===== src/rtl/seq_divider.sv =====
// Iterative restoring divider, one quotient bit per clock behind a start/done handshake.
// Define DIVIDER_SIGNED_EN for two's-complement operands (magnitude divide plus sign fix-up).
module seq_divider #(
    parameter int INPUTSIZE = 4
) (
    input  logic                 clk,
    input  logic                 rst,
    input  logic                 start,
    input  logic [INPUTSIZE-1:0] a,
    input  logic [INPUTSIZE-1:0] b,
    output logic                 busy,
    output logic                 done,
    output logic [INPUTSIZE-1:0] q,
    output logic [INPUTSIZE-1:0] rem,
    output logic                 dz,
    output logic                 zf
);
    localparam int N  = INPUTSIZE;
    localparam int CW = $clog2(N) + 1;

    typedef enum logic [1:0] {IDLE, RUN, DONE} state_t;

    state_t        state;
    logic [N-1:0]  prem, dvd, div;
    logic [CW-1:0] cnt;

    logic [N-1:0]  a_mag, b_mag;
    logic [N-1:0]  src_prem, src_dvd, src_div;
    logic [N:0]    trial;
    logic          ge;
    logic [N-1:0]  nxt_prem, nxt_dvd;
    logic [N-1:0]  fin_q, fin_r;

`ifdef DIVIDER_SIGNED_EN
    logic neg_q, neg_r;
`endif

    // The first iteration runs on the accepting edge straight from the operand
    // inputs, so the N-th iteration lands in time for done in the N-th cycle.
    always_comb begin
`ifdef DIVIDER_SIGNED_EN
        a_mag = a[N-1] ? -a : a;
        b_mag = b[N-1] ? -b : b;
`else
        a_mag = a;
        b_mag = b;
`endif
        if (state == RUN) begin
            src_prem = prem;
            src_dvd  = dvd;
            src_div  = div;
        end else begin
            src_prem = '0;
            src_dvd  = a_mag;
            src_div  = b_mag;
        end
        trial    = {src_prem, src_dvd[N-1]};
        ge       = (trial >= {1'b0, src_div});
        nxt_prem = ge ? (trial[N-1:0] - src_div) : trial[N-1:0];
        nxt_dvd  = {src_dvd[N-2:0], ge};
`ifdef DIVIDER_SIGNED_EN
        fin_q = neg_q ? -nxt_dvd : nxt_dvd;
        fin_r = neg_r ? -nxt_prem : nxt_prem;
`else
        fin_q = nxt_dvd;
        fin_r = nxt_prem;
`endif
    end

    always_ff @(posedge clk) begin
        if (rst) begin
            state <= IDLE;
            busy  <= 1'b0;
            done  <= 1'b0;
            dz    <= 1'b0;
            zf    <= 1'b1;
            q     <= '0;
            rem   <= '0;
            prem  <= '0;
            dvd   <= '0;
            div   <= '0;
            cnt   <= '0;
`ifdef DIVIDER_SIGNED_EN
            neg_q <= 1'b0;
            neg_r <= 1'b0;
`endif
        end else begin
            case (state)
                RUN: begin
                    prem <= nxt_prem;
                    dvd  <= nxt_dvd;
                    cnt  <= cnt - CW'(1);
                    if (cnt == CW'(1)) begin
                        q     <= fin_q;
                        rem   <= fin_r;
                        dz    <= 1'b0;
                        zf    <= (fin_q == '0);
                        done  <= 1'b1;
                        busy  <= 1'b0;
                        state <= DONE;
                    end
                end
                default: begin
                    done <= 1'b0;
                    if (start) begin
                        div <= b_mag;
`ifdef DIVIDER_SIGNED_EN
                        neg_q <= a[N-1] ^ b[N-1];
                        neg_r <= a[N-1];
`endif
                        if (b == '0) begin
                            q     <= '1;
                            rem   <= a;
                            dz    <= 1'b1;
                            zf    <= 1'b0;
                            done  <= 1'b1;
                            state <= DONE;
                        end else begin
                            prem  <= nxt_prem;
                            dvd   <= nxt_dvd;
                            cnt   <= CW'(N - 1);
                            busy  <= 1'b1;
                            state <= RUN;
                        end
                    end else begin
                        state <= IDLE;
                    end
                end
            endcase
        end
    end
endmodule

===== config.mk =====
export PLATFORM = sky130hd
export DESIGN_NAME = seq_divider
export DESIGN_NICKNAME = d
export VERILOG_FILES = /design/src/rtl/seq_divider.sv
export SDC_FILE = /design/constraint.sdc
export NUM_CORES = 1
export LEC_CHECK = 0
export CAP_MARGIN = 20
export CORE_MARGIN = 4
export CORE_UTILIZATION = 56
export DETAILED_ROUTE_END_ITERATION = 10
export GPL_TIMING_DRIVEN = 1
export MAX_ROUTING_LAYER = met4
export PLACE_DENSITY = 0.83
export SETUP_SLACK_MARGIN = 0.02
export SLEW_MARGIN = 15
export SYNTH_ARGS = -nofsm -noshare
export SYNTH_HDL_FRONTEND = slang
export SYNTH_SLANG_ARGS = --single-unit

===== constraint.sdc =====
create_clock -name clk -period 8.39 [get_ports clk]
set_clock_uncertainty 0.15 [all_clocks]
set_input_delay 1.2585 -clock clk [delete_from_list [all_inputs] [get_ports clk]]
set_output_delay 1.2585 -clock clk [all_outputs]
set_load 0.05 [all_outputs]

==> results by group <==
Clock tree
  • Later-pin clock latency in the skew report: 0.34 ns
  • Clk buf depth: 2
  • CTS Buf Count: 3
  • Clk slew on worst S/H paths: 0.16 ns
  • Clk sinks: 28
  • Setup bufs post-CTS: 0
  • Clock root cell: clkbuf_4
  • Post_cts resized: 0
  • CTS Hold Bufs: 0
  • CTS tree: built
  • H-tree levels: 1

Global route
  • Pin count of the biggest net entering global routing: 32
  • Vias in the first global route: 1,227
  • GRT overflow: 0
  • Global-route wire length before repair: 5499 µm
  • GRT Util Overall: about a fifth
  • Initial antenna violation count: 0

Power and ir drop
  • Int Pwr: 0.2313 mW
  • Worst VDD drop: 0.0001317 V
  • Power per cell area: ~200 mW/mm²
  • P_sw: 0.1075 mW
  • Sequential Power Share: 45.0%
  • Leakage power: about 0.68 nW
  • Switching share of power: 31.73%
  • Clock power frac: 27.1%
  • Comb pwr share: 27.9%

Die
  • DIE AREA: 0.003478 mm²
  • Initial Util: 58.74%
  • Die W: approximately 60 µm
  • Placeable Area: 0.002477 mm²
  • Top-level I/O count: 23
  • Die Y: a little under 60 µm
  • Site Rows: 18

Placed design
  • Post-Place Cells: just over 200
  • Routability cong.: 0.9212
  • PortBufs: 22
  • Place WS: ~4.7 ns
  • Dpl hpwl: around 2400 µm
  • Placed Area: around 0.0016 mm²

Hold path
  • Tightest Hold Check Type: flop to flop

Drt
  • Pre-antenna DRT Iters: 4
  • WL final: 3345 µm
  • 1st-iter DRT viols: 55
  • Antenna Nets Post-Route: 0
  • Avg WL per Cell: 16.24 µm
  • Vias: 1,228
  • Vias per cell: 5.961
  • Drt drc: 0

Synthesis
  • Number of synthesized flops with an enable pin: 0
  • Syn_area_per_cell: a little over 9 µm²
  • Async set-or-reset flop fraction in the synthesized netlist: 0%
  • Synth top area cells: dfxtp_1 39%, mux2i_1 5.5%, ha_1 5.2%
  • Synth Register Bits: 28
  • Synth Instances: between 150 and 200
  • Largest area contributor in the netlist: dfxtp_1
  • Share of the synthesized area in the top cell type: 38.52%
  • Register area share after synthesis: 38.52%
  • Synthesized area: 0.001455 mm²
  • Number of synthesis warnings: 0
  • Cell variety after synth: 40
  • Synthesized Nets: approximately 180
  • Post-synth top flop: dfxtp_1

Timing
  • Final setup fails: 0
  • Worst Max-Slew Pin Slew: 1.115 ns
  • Setup slack after layout: 5.015 ns
  • Fin crit period: 3.375 ns
  • Final hold slack: between 0.3 and 0.4 ns
  • Pins Over Slew Limit: 0
  • Max Freq: 296.3 MHz
  • Unrepaired setup endpoints after global routing: no
  • Setup TNS Final: 0 ns
  • Normalized max-slew margin: 25.41%
  • Final Hold Viols: 0
  • Crit share post-route: approximately two fifths

Setup path
  • Crit Path Class: input pin to flop
  • CP endpoint kind: flop
  • Worst EP arrival: ~3.5 ns
  • Worst Path Max Fanout: 8
  • Worst setup SP type: input pin
  • Worst EP required: ~8.5 ns

Finish
  • Ratio of cells with drive above 1 in the final layout: roughly 8%
  • Ant. Diodes: 0
  • Final nets: ~200
  • Area Overhead vs Synth: 16.85%
  • Post-route insts no fill: 206
  • Post-route cell area: about 0.0017 mm²
  • Most common cell after layout, fill and taps aside: dfxtp_1
  • Most frequent cells in the layout: 28 x dfxtp_1, 22 x clkdlybuf4s50_1, 20 x nor2_1, 18 x nand2_1, 10 x a21oi_1

Run
  • Max Cap Viol: 0

Status
  • Run status: finished clean
[sequential cells by signal (all words and copies together), names as in the netlist]
| register | flops |
|---|---|
| div | 4 |
| dvd | 4 |
| prem | 4 |
| q | 4 |
| rem | 4 |
| cnt | 3 |
| busy | 1 |
| done | 1 |
| dz | 1 |
| state | 1 |
| zf | 1 |
[cell families after synthesis]
kind of cell	share of synthesized area, %
AND/OR/NAND/NOR	20.72
AO/OA/AOI/OAI	20.29
flip-flops	38.52
buffers and inverters	5.761
multiplexers	7.567
adder cells (fa/ha/maj)	6.535
XOR/XNOR	0.6020
[stage by stage]
step           util (%)  power, mW
6_report          68.64     0.3388
5_1_grt           68.64     0.3546
4_1_cts           68.64     0.3390
3_5_place_dp      66.52     0.2493
3_3_place_gp      66.52     0.2453
2_1_floorplan         -     0.2251
[power groups by stage]
stage               registers [mW]  clock network (mW)  logic (mW)
floorplan                    0.167                   0      0.0579
global placement             0.154                   0      0.0909
detailed placement           0.155                   0      0.0943
CTS                          0.152              0.0923      0.0946
global route                 0.154              0.0983       0.103
finish                       0.152              0.0918      0.0946
[per-layer routing]
metal  track usage (%)  vias up  part of all wire, %
met2             34.86       40                   48
li1                  -      600                    -
met4             6.472        0                  1.0
met1             27.05      583                   47
met5                 -        -                    0
met3             3.050        5                  4.4
[worst paths after layout]
path                          from                   to  slack [ns]  depth (start not counted)
min            div[3]$_SDFFE_PP0P_  div[3]$_SDFFE_PP0P_        0.32                          2
max                           b[2]  rem[0]$_SDFFE_PP0P_        5.02                          8
max reg2reg  state[0]$_SDFFE_PP0P_  rem[0]$_SDFFE_PP0P_        5.62                          8
min reg2reg    div[3]$_SDFFE_PP0P_  div[3]$_SDFFE_PP0P_        0.32                          2
[cell type report]
| type | instances | area (µm²) |
|---|---|---|
| Tap cell | 30 | 37.54 |
| Fill cell | 219 | 777.0 |
| Inverter | 5 | 18.77 |
| Clock inverter | 1 | 30.03 |
| Clock buffer | 3 | 22.52 |
| Multi-Input combinational cell | 117 | 810.8 |
| Timing Repair Buffer | 22 | 220.2 |
| Sequential cell | 28 | 560.5 |
[worst max-delay path: stages]
cell and delay [ns]:
clkdlybuf4s50_1 0.59, mux2i_1 0.13, ha_1 0.35, a21oi_2 0.17, o21ai_1 0.12, a21oi_4 0.30
mux2_4 0.34, a221oi_2 0.21
[Yosys cell counts, types with 2 or more instances]
library cell	number
dfxtp_1	28
nor2_1	20
nand2_1	18
a21oi_1	10
a211oi_1	9
mux2i_1	8
ha_1	6
inv_1	5
nand3_1	5
nand3b_1	5
and2_1	4
clkbuf_1	3
a21oi_2	2
and2b_1	2
buf_2	2
buf_6	2
mux2_4	2
nor3_1	2
nor4_1	2
o21ai_0	2
o31ai_1	2
o32ai_1	2
Note: power is estimated with default switching activity, not from simulation.
